$ cat config.mk
export PLATFORM = sky130hd
export DESIGN_NAME = spi_slave_param
export DESIGN_NICKNAME = d
export VERILOG_FILES = /design/src/rtl/spi_slave_param.sv
export SDC_FILE = /design/constraint.sdc
export NUM_CORES = 1
export LEC_CHECK = 0
export CAP_MARGIN = 20
export CELL_PAD_IN_SITES_DETAIL_PLACEMENT = 0
export CELL_PAD_IN_SITES_GLOBAL_PLACEMENT = 2
export CORE_UTILIZATION = 36
export DETAILED_ROUTE_END_ITERATION = 10
export GPL_ROUTABILITY_DRIVEN = 1
export PLACE_DENSITY = 0.89
export SKIP_CTS_REPAIR_TIMING = 1
export SLEW_MARGIN = 20
export SYNTH_ARGS = -nofsm -noshare
export SYNTH_HDL_FRONTEND = slang
export SYNTH_SLANG_ARGS = --single-unit
$ cat constraint.sdc
create_clock -name CLK -period 5 [get_ports CLK]
set_clock_uncertainty 0.15 [all_clocks]
set_input_delay 1.25 -clock CLK [delete_from_list [all_inputs] [get_ports CLK]]
set_output_delay 1.25 -clock CLK [all_outputs]
set_load 0.005 [all_outputs]
$ cat src/rtl/spi_slave_param.sv
`default_nettype none
// ============================================================================
// Module   : spi_slave_param
// Purpose  : SPI slave front-end: frame deserialiser, read-data serialiser.
// Revision : 1.0 - initial release
// ============================================================================
module spi_slave_param #(
  parameter int PAYLOAD_W  = 8,
  parameter int TX_TIMEOUT = 16
) (
  input  logic                 CLK,
  input  logic                 rst_n,
  input  logic                 SS_n,
  input  logic                 MOSI,
  output logic                 MISO,
  output logic [PAYLOAD_W+1:0] rx_data,
  output logic                 rx_valid,
  input  logic                 tx_valid,
  input  logic [PAYLOAD_W-1:0] tx_data,
  output logic                 frame_err,
  output logic                 busy
);

  localparam int c_fw = PAYLOAD_W + 2;
  localparam int c_cw = $clog2(c_fw + 1);
  localparam int c_tw = $clog2(TX_TIMEOUT + 1);
  localparam logic [c_cw-1:0] c_last_rx = c_cw'(c_fw - 1);
  localparam logic [c_cw-1:0] c_pw      = c_cw'(PAYLOAD_W);
  localparam logic [c_tw-1:0] c_last_to = c_tw'(TX_TIMEOUT - 1);

  typedef enum logic [2:0] {
    S_IDLE    = 3'd0,
    S_RX      = 3'd1,
    S_WAIT_TX = 3'd2,
    S_TX      = 3'd3,
    S_DONE    = 3'd4
  } state_t;

  state_t               state_q;
  logic [c_cw-1:0]      cnt_q;
  logic [c_tw-1:0]      to_q;
  logic [c_fw-2:0]      rx_sr_q;
  logic [PAYLOAD_W-1:0] tx_sr_q;
  logic                 addr_seen_q;
  logic                 miso_q;
  logic [c_fw-1:0]      rx_data_q;
  logic                 rx_valid_q;
  logic                 frame_err_q;
  logic [c_fw-1:0]      w_frame;
  logic                 w_abort;

  // Full frame as it stands once the current MOSI sample is appended.
  assign w_frame = {rx_sr_q, MOSI};
  assign w_abort = SS_n && (state_q == S_RX || state_q == S_WAIT_TX || state_q == S_TX);

  always_ff @(posedge CLK) begin
    if (!rst_n) begin
      state_q     <= S_IDLE;
      cnt_q       <= '0;
      to_q        <= '0;
      rx_sr_q     <= '0;
      tx_sr_q     <= '0;
      addr_seen_q <= 1'b0;
      miso_q      <= 1'b0;
      rx_data_q   <= '0;
      rx_valid_q  <= 1'b0;
      frame_err_q <= 1'b0;
    end else begin
      rx_valid_q  <= 1'b0;
      frame_err_q <= 1'b0;
      miso_q      <= 1'b0;
      if (w_abort) begin
        // addr_seen survives an abort so the master can retry a read-data frame.
        state_q     <= S_IDLE;
        cnt_q       <= '0;
        to_q        <= '0;
        frame_err_q <= 1'b1;
      end else begin
        case (state_q)
          S_IDLE: begin
            if (!SS_n) begin
              rx_sr_q <= {{(c_fw-2){1'b0}}, MOSI};
              cnt_q   <= c_cw'(1);
              state_q <= S_RX;
            end
          end
          S_RX: begin
            rx_sr_q <= w_frame[c_fw-2:0];
            if (cnt_q == c_last_rx) begin
              cnt_q <= '0;
              if (w_frame[c_fw-1] && w_frame[c_fw-2]) begin
                if (addr_seen_q) begin
                  rx_data_q  <= w_frame;
                  rx_valid_q <= 1'b1;
                  to_q       <= '0;
                  state_q    <= S_WAIT_TX;
                end else begin
                  frame_err_q <= 1'b1;
                  state_q     <= S_DONE;
                end
              end else begin
                rx_data_q  <= w_frame;
                rx_valid_q <= 1'b1;
                if (w_frame[c_fw-1]) begin
                  addr_seen_q <= 1'b1;
                end
                state_q <= S_DONE;
              end
            end else begin
              cnt_q <= cnt_q + c_cw'(1);
            end
          end
          S_WAIT_TX: begin
            if (tx_valid) begin
              miso_q  <= tx_data[PAYLOAD_W-1];
              tx_sr_q <= tx_data << 1;
              cnt_q   <= c_cw'(1);
              state_q <= S_TX;
            end else if (to_q == c_last_to) begin
              frame_err_q <= 1'b1;
              addr_seen_q <= 1'b0;
              to_q        <= '0;
              state_q     <= S_DONE;
            end else begin
              to_q <= to_q + c_tw'(1);
            end
          end
          S_TX: begin
            if (cnt_q < c_pw) begin
              miso_q  <= tx_sr_q[PAYLOAD_W-1];
              tx_sr_q <= tx_sr_q << 1;
              cnt_q   <= cnt_q + c_cw'(1);
            end else begin
              cnt_q       <= '0;
              addr_seen_q <= 1'b0;
              state_q     <= S_DONE;
            end
          end
          S_DONE: begin
            if (SS_n) begin
              state_q <= S_IDLE;
            end
          end
          default: state_q <= S_IDLE;
        endcase
      end
    end
  end

  assign MISO      = miso_q;
  assign rx_data   = rx_data_q;
  assign rx_valid  = rx_valid_q;
  assign frame_err = frame_err_q;
  assign busy      = (state_q != S_IDLE);

endmodule
`default_nettype wire

; ---- Yosys cells after proc, flatten, opt, wreduce, memory -nomap -nowiden
; Index checks and enable logic that the tools add are counted.
[classes]
addsub = 2
n_reduce_logical = 20
mux = 46
bitwise_logic = 4
magnitude_cmp = 1
n_eq_ne = 20
[ops]
columns = operator, n
row1 = 2-to-1 mux 5 bit, 5
row2 = 2-to-1 mux 3 bit, 8
row3 = 2-to-1 mux 10 bit, 2
row4 = inequality test 2 bit (second input constant), 9
row5 = case mux 9 bit (2 select lines), 1
row6 = 2-to-1 mux 1 bit, 16
row7 = 2-to-1 mux 4 bit, 4
row8 = 2-to-1 mux 8 bit, 2
row9 = case mux 4 bit (4 select lines), 1
row10 = case mux 8 bit (2 select lines), 1
row11 = case mux 3 bit (5 select lines), 1
row12 = case mux 5 bit (2 select lines), 1
row13 = AND reduction 5 bit, 2
row14 = 2-to-1 mux 9 bit, 1
row15 = inequality test 2 x 1 -> 1 bit (second input constant), 4
row16 = AND reduction 4 bit, 2
row17 = AND reduction 8 bit, 1
row18 = == test 3 x 2 -> 1 bit (second input constant), 2
row19 = AND reduction 3 bit, 2
row20 = nonzero test 2 bit, 3
row21 = nonzero test 3 bit, 2
row22 = adder 5 x 1 -> 5 bit (second input constant), 1
row23 = == test 5 x 4 -> 1 bit (second input constant), 1
row24 = adder 4 x 1 -> 4 bit (second input constant), 1
row25 = other kinds (14), 20
[word_totals]
elab_cells = 103
register_bits = 43

; ---- Logic depth before layout (Yosys ltp)
[logic_depth]
ltp_word = 6
ltp_mapped = 8
depth_no_buf = 6

; ---- Least setup slack after synthesis
; Ideal clock, no wire load.
[synth_timing]
path_kind = input to register
from = in SS_n
to = reg rx_data_q[1], in the netlist rx_data[1]
required_time_ps = 4734
t_arrival_ps = 2202
path_slack_ps = 2532
path_stages = 6
n_path_buf = 2
cell_sequence = buf_2 nor3_1 o2111a_1 buf_6 mux2i_1 nor2b_1
[synth_via]
elab_chain_len = 3
[synth_lines]
columns = element, line_no
row1 = from (decl), 13  ; input logic SS_n,
row2 = logical AND 1 bit, 54  ; assign w_abort = SS_n && (state_q == S_RX || state_q == S_WAIT_TX || state_q == S_TX);
row3 = NOT 1 bit (no source line), n/a
row4 = AND reduction 4 bit (no source line), n/a
row5 = to (signal assigned), 93  ; rx_data_q <= w_frame;
row6 = to (signal assigned), 102  ; rx_data_q <= w_frame;
row7 = to (decl), 46  ; logic [c_fw-1:0] rx_data_q;
; Every way passes these cells.
; A chain may end at the register's enable or synchronous reset.

; ---- Worst setup path in the final report
[layout_timing]
from = reg state_q[2]
to = out busy
[layout_via]
elab_chain_len = 1
[layout_lines]
columns = element, line_no
row1 = from (decl), 39  ; state_t state_q;
row2 = from (signal assigned), 58  ; state_q <= S_IDLE;
row3 = from (signal assigned), 74  ; state_q <= S_IDLE;
row4 = from (signal assigned), 84  ; state_q <= S_RX;
row5 = nonzero test 3 bit, 154  ; assign busy = (state_q != S_IDLE);
row6 = to (decl), 21  ; output logic busy
; Every way passes these cells.

==> flow_summary.toml <==
[worst_setup_path]
r2r_start = "state_q[1]$_SDFFE_PP0P_"
r2r_slack_ns = 2.78
critical-path-slowest-cell = "dfxtp_1"
cp.required_ns = 3.60
crit_path_start = "state_q[2]$_SDFFE_PP0P_"
rr_worst_depth = 4
cpPeakStageDelay_ns = 0.74
r2r-end = "tx_sr_q[1]$_SDFFE_PN0P_"
worstPathMaxFanout = 19
worst-setup-path-type = "reg2out"
cp_data_arrival_time_ns = 1.75
cp_cell_sequence = "or3_1, clkdlybuf4s50_1"
cp-start-kind = "flop"
endpoint_kind = "primary output"

[power_and_ir_drop]
ir_worst_vdd_uv = 192
power_leakage_nw = 0.942
powerDensity_nw_per_um2 = 324

[floorplanning]
die_w_um = 78.3
dieArea_um2 = 6120
die_height_um = 78.3
num_rows = 27
ioPinCount = 27
coreArea_um2 = 5540
initial_core_util_pct = 37.8

[place]
place_area_um2 = 2370
dp_hpwl_mm = 2.93
gp_congestion = 0.693
portBuffers = 26

[global_routing]
antenna_found_initial = 0
grt_pass1_wl_mm = 7.71
grt_start_max_net_pins = 34
grt_usage_pct = 15.9
grt_pass1_vias = 1566
grt.overflow.total = 0

[timing]
tns_ns = 0
period_needed_ns = 3.15
rsz0062_at_grt = "false"
relSlewSlack_pct = 44.3
setup_violations = 0
hold_viol = 0
worst_slew_pin_slew_ns = 0.833
max_freq_mhz = 317
fin_crit_sh_pct = 63.1
slew_viol_final = 0

[routing]
drtIter0Drc = 63
drc = 0
num_vias = 1661
wire_per_inst_um = 14.0
drtPass1Iterations = 4
routed_wl_mm = 4.44
avgViaCountPerCell = 5.24
drtAntennaViolNets = 0

[yosys]
synth_edf_count = 0
synth.net_count = 242
synth_cells = 225
synth_cell_types = 45
async_flop_share_pct = 0
synth_ff_type = "dfxtp_1"
yosys_warnings = 0
synth_area_um2 = 2090
ys_ff_latch = 42
syn_avg_cell_area_um2 = 9.30
synth-seq-area-share_pct = 40.2

[finish]
fillers = 584
regArea_um2 = 841
final_common_cell = "dfxtp_1"
design_area_um2 = 2480
layout_common_cells = "dfxtp_1, nand2_1, clkdlybuf4s50_1, mux2i_1, nand3_1"
insertedDiodeCount = 0
nets = 261
drive_above_1_share_pct = 8.16
area_delta_synth_final_pct = 18.5
multiInputGateArea_um2 = 1130
utilization_pct = 44.8

[min_path]
hp-start = "to_q[4]$_SDFFE_PP0P_"
min_path_type = "reg2reg"
hold_end = "to_q[4]$_SDFFE_PP0P_"
holdPathStages = 1

[clock_network]
clkSinkCount = 42
cts_buffers = 5
cts_buffer_depth = 2
root_buffer = "clkbuf_8"
insertion_delay_ns = 0.30
path_clk_slew_ns = 0.08
cts-htree-levels = 2
cts_tree = "done"

[outcome]
outcome = "finished, final reports clean"

[run]
drv_cap = 0
[Yosys cell counts, drive strengths merged, types with 2 or more instances]
library cell / instances / share of area [%]
a211oi: 2 / 0.96
a21boi: 12 / 4.5
a21oi: 6 / 1.4
a31oi: 5 / 1.5
and3: 2 / 0.60
and3b: 2 / 0.84
buf: 12 / 3.9
clkbuf: 5 / 0.90
dfxtp: 42 / 40
ha: 4 / 2.4
inv: 5 / 0.90
mux2i: 18 / 8.6
nand2: 28 / 5.0
nand2b: 9 / 2.7
nand3: 12 / 2.9
nand3b: 6 / 2.2
nor2: 4 / 0.72
nor2b: 8 / 2.4
nor3: 4 / 0.96
nor3b: 2 / 0.96
o211a: 6 / 2.9
o21ai: 7 / 1.7
o221a: 3 / 1.6
o311a: 2 / 0.96
o31ai: 2 / 0.72
or3: 3 / 0.90
[worst max-delay path by stage]
stage	end	slack, ns
final	busy	1.85
after CTS	busy	1.83
after floorplan	rx_data[1]$_SDFFE_PN0P_	2.53
after global placement	rx_data[4]$_SDFFE_PN0P_	1.61
after detailed placement	rx_data[6]$_SDFFE_PN0P_	1.58
after global routing	rx_data[5]$_SDFFE_PN0P_	1.75
[worst max-delay path: cells and delay by family, from the launching register on]
family / cells / cell delay, ns
and+or+nand+nor: 1 / 0.22
DFF: 1 / 0.74
buffers and inverters: 1 / 0.50
[metal layers]
metal	track usage, %	vias up	wire (um)
met1	21.4	788	2270
li1	-	845	-
met5	0	-	0
met4	5.00	0	42
met2	24.8	23	1980
met3	4.07	5	142
[metrics by stage]
step / total power [mW] / hold slack, ns / std cells / worst slack (ns)
after global routing: 0.848 / 0.308 / 317 / 1.75
after global placement: 0.541 / 0.279 / 309 / 1.61
after CTS: 0.819 / 0.295 / 317 / 1.83
after floorplan: 0.493 / 0.273 / 225 / 2.53
final: 0.804 / 0.295 / 317 / 1.85
after detailed placement: 0.541 / 0.283 / 309 / 1.58
[where the power goes]
group	total, mW	switching [mW]	internal [mW]	leakage [nW]
combinational	0.167	0.0913	0.0758	0.553
sequential	0.365	0.0190	0.346	0.339
clock	0.271	0.122	0.149	0.0504
[kinds of logic (layout without fill, tap and decap cells)]
kind of cell / after synthesis / after routing / synth area share [%]
AO/OA/AOI/OAI: 51 / 51 / 19.9
buffers and inverters: 22 / 42 / 5.68
AND/OR/NAND/NOR: 87 / 87 / 22.8
XOR/XNOR: 1 / 1 / 0.418
flip-flops: 42 / 42 / 40.2
multiplexers: 18 / 18 / 8.61
adder cells (fa/ha/maj): 4 / 4 / 2.39
[flip-flops by register name, indices dropped and copies added, names as in the netlist]
signal,count
rx_data,10
frame_err,1
rx_valid,1
tx_sr_q,7
MISO,1
cnt_q,4
addr_seen_q,1
to_q,5
state_q,3
rx_sr_q,9
[final cells by class]
type / count / area share, %
multi-input combinational: 161 / 45.7
sequential: 42 / 33.9
timing repair buffer: 29 / 11.4
tap: 72 / 3.63
clock buffer: 5 / 2.77
clock inverter: 3 / 1.82
inverter: 5 / 0.757
Note: power is estimated with default switching activity, not from simulation.
==> RTL edit 1 (same flow settings) <==
Add an input register stage for `SS_n`, `MOSI`, `tx_valid` and `tx_data`; this delays them by one clock.
--- a/src/rtl/spi_slave_param.sv
+++ b/src/rtl/spi_slave_param.sv
@@ -38,2 +38,14 @@
 
+  logic SS_n_q;
+  logic MOSI_q;
+  logic tx_valid_q;
+  logic [PAYLOAD_W-1:0] tx_data_q;
+
+  always_ff @(posedge CLK) begin
+    SS_n_q     <= SS_n;
+    MOSI_q     <= MOSI;
+    tx_valid_q <= tx_valid;
+    tx_data_q  <= tx_data;
+  end
+
   state_t               state_q;
@@ -52,4 +64,4 @@
   // Full frame as it stands once the current MOSI sample is appended.
-  assign w_frame = {rx_sr_q, MOSI};
-  assign w_abort = SS_n && (state_q == S_RX || state_q == S_WAIT_TX || state_q == S_TX);
+  assign w_frame = {rx_sr_q, MOSI_q};
+  assign w_abort = SS_n_q && (state_q == S_RX || state_q == S_WAIT_TX || state_q == S_TX);
 
@@ -80,4 +92,4 @@
           S_IDLE: begin
-            if (!SS_n) begin
-              rx_sr_q <= {{(c_fw-2){1'b0}}, MOSI};
+            if (!SS_n_q) begin
+              rx_sr_q <= {{(c_fw-2){1'b0}}, MOSI_q};
               cnt_q   <= c_cw'(1);
@@ -113,5 +125,5 @@
           S_WAIT_TX: begin
-            if (tx_valid) begin
-              miso_q  <= tx_data[PAYLOAD_W-1];
-              tx_sr_q <= tx_data << 1;
+            if (tx_valid_q) begin
+              miso_q  <= tx_data_q[PAYLOAD_W-1];
+              tx_sr_q <= tx_data_q << 1;
               cnt_q   <= c_cw'(1);
@@ -139,3 +151,3 @@
           S_DONE: begin
-            if (SS_n) begin
+            if (SS_n_q) begin
               state_q <= S_IDLE;
Function: changed (Yosys sat finds a counterexample within 4 cycles, from zero or initial values and one cycle with rst_n low).
==> RTL edit 1 against the unedited design <==
  * Register-to-register slack got worse by 0.09 ns
  * Area after synthesis rose by 4.7%
  * Fmax fell by 3.7%
  * Setup slack got worse by 0.12 ns
  * Worst hold slack lost 0.0012 ns
  * Total power increased by 3.5%
  * Sequential cell count is 11 higher
  * Global-route usage is 1.1 points lower
  * Wire length down 2.7%
  * Cell area is 4.2% higher
  * Synthesized cell count grew 9.3%
  * Sequential power grew 30%
  * Critical path type unchanged
==> RTL edit 1: results (changes against the unedited design) <==
** Run status
- Outcome: completed (unchanged).

** Global route
- Maximum number of pins on one net before global-route repair :: 25 (was 34)
- The fraction of met3 tracks used by global routing came to 0.0377 (was 0.0407).
- M1 GR Usage :: 0.211 (was 0.214)
- The aggregate global-route resource usage is 0.149 (was 0.159).

** Synthesis
- Sequential cell area fraction in the yosys report :: 0.484 (was 0.402)
- Cells taking the most area after synthesis :: sky130_fd_sc_hd__dfxtp_1 (48%), sky130_fd_sc_hd__a21oi_1 (4.3%), sky130_fd_sc_hd__nand3_1 (4.3%) (was sky130_fd_sc_hd__dfxtp_1 (40%), sky130_fd_sc_hd__mux2i_1 (8.6%), sky130_fd_sc_hd__nand2_1 (5.0%))
- Number of nets produced by synthesis :: 263 (was 242)
- The post-synthesis xor/xnor area fraction was 0.00400 (was 0.00418).
- Fraction of the mapped netlist area in adder cells :: 0.0228 (was 0.0239)
- The instance count of the mapped netlist came to 246 (was 225).
- The portion of netlist area occupied by mux cells is 0.0274 (was 0.0861).

** Detailed routing
- Final routed wirelength across all metal layers :: 4.32 mm (was 4.44 mm)
- Avg Vias per Cell :: 5.12 (was 5.24)
- The violation count after the first detailed-routing iteration was 125 (was 63).
- The total number of vias is 1,746 (was 1,661).
- The length of routed met3 wiring was 159 µm (was 142 µm).

** Power
- Comb. pwr :: 0.122 mW (was 0.167 mW)
- Reported net switching power :: 0.240 mW (was 0.233 mW)
- The worst supply voltage drop on vdd was 0.146 mV (was 0.192 mV).
- The flip-flop and latch power came to 0.474 mW (was 0.365 mW).

** Finish
- The count of filler cells inserted in the layout is 589 (was 584).
- The clock-cell share of area is 0.0339 (was 0.0459).
- The share of the core filled with cells was 0.439 (was 0.448).
- # clk buffers :: 6 (was 5)
- The layout multi-input combinational cell count was 169 (was 161).
- The number of nets in the final layout is 282 (was 261).
- The proportion of cell area occupied by multi-input gates came to 0.400 (was 0.457).
- The sequential fraction of total cell area is 0.411 (was 0.339).
- Non-clock inverter total of the final layout :: 7 (was 5)

** Placement
- The placed standard-cell area was 2500 µm² (was 2370 µm²).
- The setup slack at placement is 1.79 ns (was 1.58 ns).
- The weighted congestion at the end of routability-driven global placement came to 0.692 (was 0.693).

** Critical path
- The largest fanout on the critical path is 24 (was 19).
- Largest incremental delay on the critical path :: 0.83 ns (was 0.74 ns)
- Crit path DAT :: 1.87 ns (was 1.75 ns)

** Timing
- The relative max-transition margin was 0.447 (was 0.443).
RTL edit 1: changes by cell type in the layout (fill, tap and decap cells not counted), sizes merged, moves of 4 or more:
cell	before	now
dfxtp	42	53
nor2b	8	2
a21oi	6	19
nor2	4	14
a211oi	2	10
mux2i	18	6
nand2	28	21
nand4b	1	5
o21ai	7	18
a21boi	12	0
nand3	12	19
o211a	6	1
RTL edit 1: final timing paths:
| path | start | end | slack (ns) | depth (start not counted) |
|---|---|---|---|---|
| worst max register to register | state_q[0] | cnt_q[2] | 2.69 | 4 |
| worst min-delay path | to_q[4] | to_q[4] | 0.29 | 1 |
| worst min register to register | to_q[4] | to_q[4] | 0.29 | 1 |
| worst max-delay path | state_q[0] | busy | 1.73 | 2 |
RTL edit 1: cells by family after synthesis:
logic type,count (synthesis)
buffers and inverters,24
flip-flops,53
adder cells (fa/ha/maj),4
AO/OA/AOI/OAI,67
AND/OR/NAND/NOR,91
multiplexers,6
XOR/XNOR,1
==> RTL edit 2 (same settings) <==
Made on the original files. `PAYLOAD_W`: 8 -> 16.
--- a/src/rtl/spi_slave_param.sv
+++ b/src/rtl/spi_slave_param.sv
@@ -7,3 +7,3 @@
 module spi_slave_param #(
-  parameter int PAYLOAD_W  = 8,
+  parameter int PAYLOAD_W  = 16,
   parameter int TX_TIMEOUT = 16
Ports: changed (resized rx_data and tx_data); port bits go from 27 to 43. No check against the original RTL was run, so the function may have changed too.
==> RTL edit 2 against the unedited design <==
  * The flow now finishes with violations (DRC)
  * Critical path depth stayed put
  * Wire length up 47%
  * Clock power is 99% higher
  * Cell area grew 50%
  * Sequential share of layout area is 2.1 points higher
  * Area after synthesis rose by 44%
  * Non-clock buffer count up 18
  * Setup slack lost 0.20 ns
  * Sequential power increased by 59%
  * Total power increased by 63%
  * Sequential cell count is 25 higher
  * Critical path type unchanged
==> RTL edit 2: results (changes against the unedited design) <==
** Finish
- Layout cells sized above 1 :: 0.0849 (was 0.0816)
- Flip-flop count of the largest register after layout :: 18 (was 10)

** Synthesis
- Synthesized-area fraction occupied by xor and xnor cells :: 0.00290 (was 0.00418)
- Sequential cell area fraction in the yosys report :: 0.445 (was 0.402)
- The area share of fa/ha/maj cells after synthesis was 0.0166 (was 0.0239).
- Cells taking the most area after synthesis :: sky130_fd_sc_hd__dfxtp_1 (44%), sky130_fd_sc_hd__mux2i_1 (10%), sky130_fd_sc_hd__nor2_1 (7.2%) (was sky130_fd_sc_hd__dfxtp_1 (40%), sky130_fd_sc_hd__mux2i_1 (8.6%), sky130_fd_sc_hd__nand2_1 (5.0%))
- The compound-cell area share of the yosys netlist came to 0.187 (was 0.199).
- The post-synth net total is 354 (was 242).
- Synth top cells by count :: sky130_fd_sc_hd__dfxtp_1 (67), sky130_fd_sc_hd__nor2_1 (58), sky130_fd_sc_hd__mux2i_1 (30), sky130_fd_sc_hd__a21oi_1 (19), sky130_fd_sc_hd__a22oi_1 (18) (was sky130_fd_sc_hd__dfxtp_1 (42), sky130_fd_sc_hd__nand2_1 (28), sky130_fd_sc_hd__mux2i_1 (18), sky130_fd_sc_hd__nand3_1 (12), sky130_fd_sc_hd__a21boi_0 (11))

** Detailed routing
- The routed wire length came to 6.53 mm (was 4.44 mm).
- The total number of vias was 2,411 (was 1,661).
- Residual DRC count :: 1 (was 0)

** Critical path
- Worst reg-to-reg setup slack :: 2.56 ns (was 2.78 ns)
- The largest fanout on the critical path came to 28 (was 19).
- The biggest cell delay along the critical path came to 0.90 ns (was 0.74 ns).

** Timing
- The post-route clock period utilization came to 0.671 (was 0.631).
- The worst-case hold slack came to 0.298 ns (was 0.295 ns).

** Placement
- Placer's final routability congestion estimate :: 0.733 (was 0.693)
- The setup slack at placement came to 1.44 ns (was 1.58 ns).
- The count of buffers inserted at the top-level ports came to 42 (was 26).

** Run status
- Outcome :: finished, violations left (was completed)
- Violations in the final reports :: DRC

** Clock network
- The number of buffers created by CTS came to 9 (was 5).
- Htree depth :: 3 (was 2)
- Clock latency of the later-clocked register in the worst-skew pair :: 0.34 ns (was 0.30 ns)

** Power
- Largest vdd supply drop :: 0.144 mV (was 0.192 mV)
- The switching power summed over all nets was 0.342 mW (was 0.233 mW).
- The leakage power summed over all cells came to 1.49 nW (was 0.942 nW).

** Global route
- Global-route wire length before repair :: 11.2 mm (was 7.71 mm)
- M1 GR Usage :: 0.237 (was 0.214)
- The pin count of the biggest net entering global routing is 36 (was 34).
-- RTL edit 2: path summary, 6_finish.rpt --
check | from | to | cells past startpoint
max reg2reg | state_q[1] | tx_sr_q[9] | 5
min | rx_data[17] | rx_data[17] | 2
min reg2reg | rx_data[17] | rx_data[17] | 2
max | state_q[0] | busy | 2
-- RTL edit 2: per-layer routing --
layer  up-vias  share of wire  routed length (µm)
met2        32           0.45                2930
met4         0         0.0029                  19
met1      1132           0.51                3350
li1       1244              -                   -
met5         -              0                   0
met3         3          0.036                 234
-- RTL edit 2: cell families after synthesis --
logic type      Yosys count
flops                    67
xor+xnor                  1
mux                      30
compound gates           79
fa+ha+maj                 4
simple gates            112
buf+inv                  36
-- RTL edit 2: area by class of cell --
class                      count  area [µm²]
timing repair buffer          47         465
inverter                      10        37.5
clock buffer                  11         141
fill                         799        4450
tap                          105         131
clock inverter                 4        98.8
sequential                    67        1340
multi-input combinational    226        1510
-- RTL edit 2: worst max-delay path: cells and delay by family (launching register included) --
kind	cells	cell delay [ns]
flip-flops	1	0.90
AND/OR/NAND/NOR	1	0.22
buffers and inverters	1	0.50
-- RTL edit 2: power by group through the flow --
stage	Clock, mW	Combinational, mW	Sequential [mW]
global placement	0	0.188	0.593
global route	0.583	0.213	0.588
finish	0.540	0.189	0.582
CTS	0.555	0.190	0.581
detailed placement	0	0.190	0.593
floorplan	0	0.161	0.562
-- RTL edit 2: through the flow --
stage | instances | cell area, µm²
finish | 470 | 3730
global route | 470 | 3730
CTS | 469 | 3710
detailed placement | 454 | 3470
global placement | 454 | 3470
floorplan | 329 | 3020
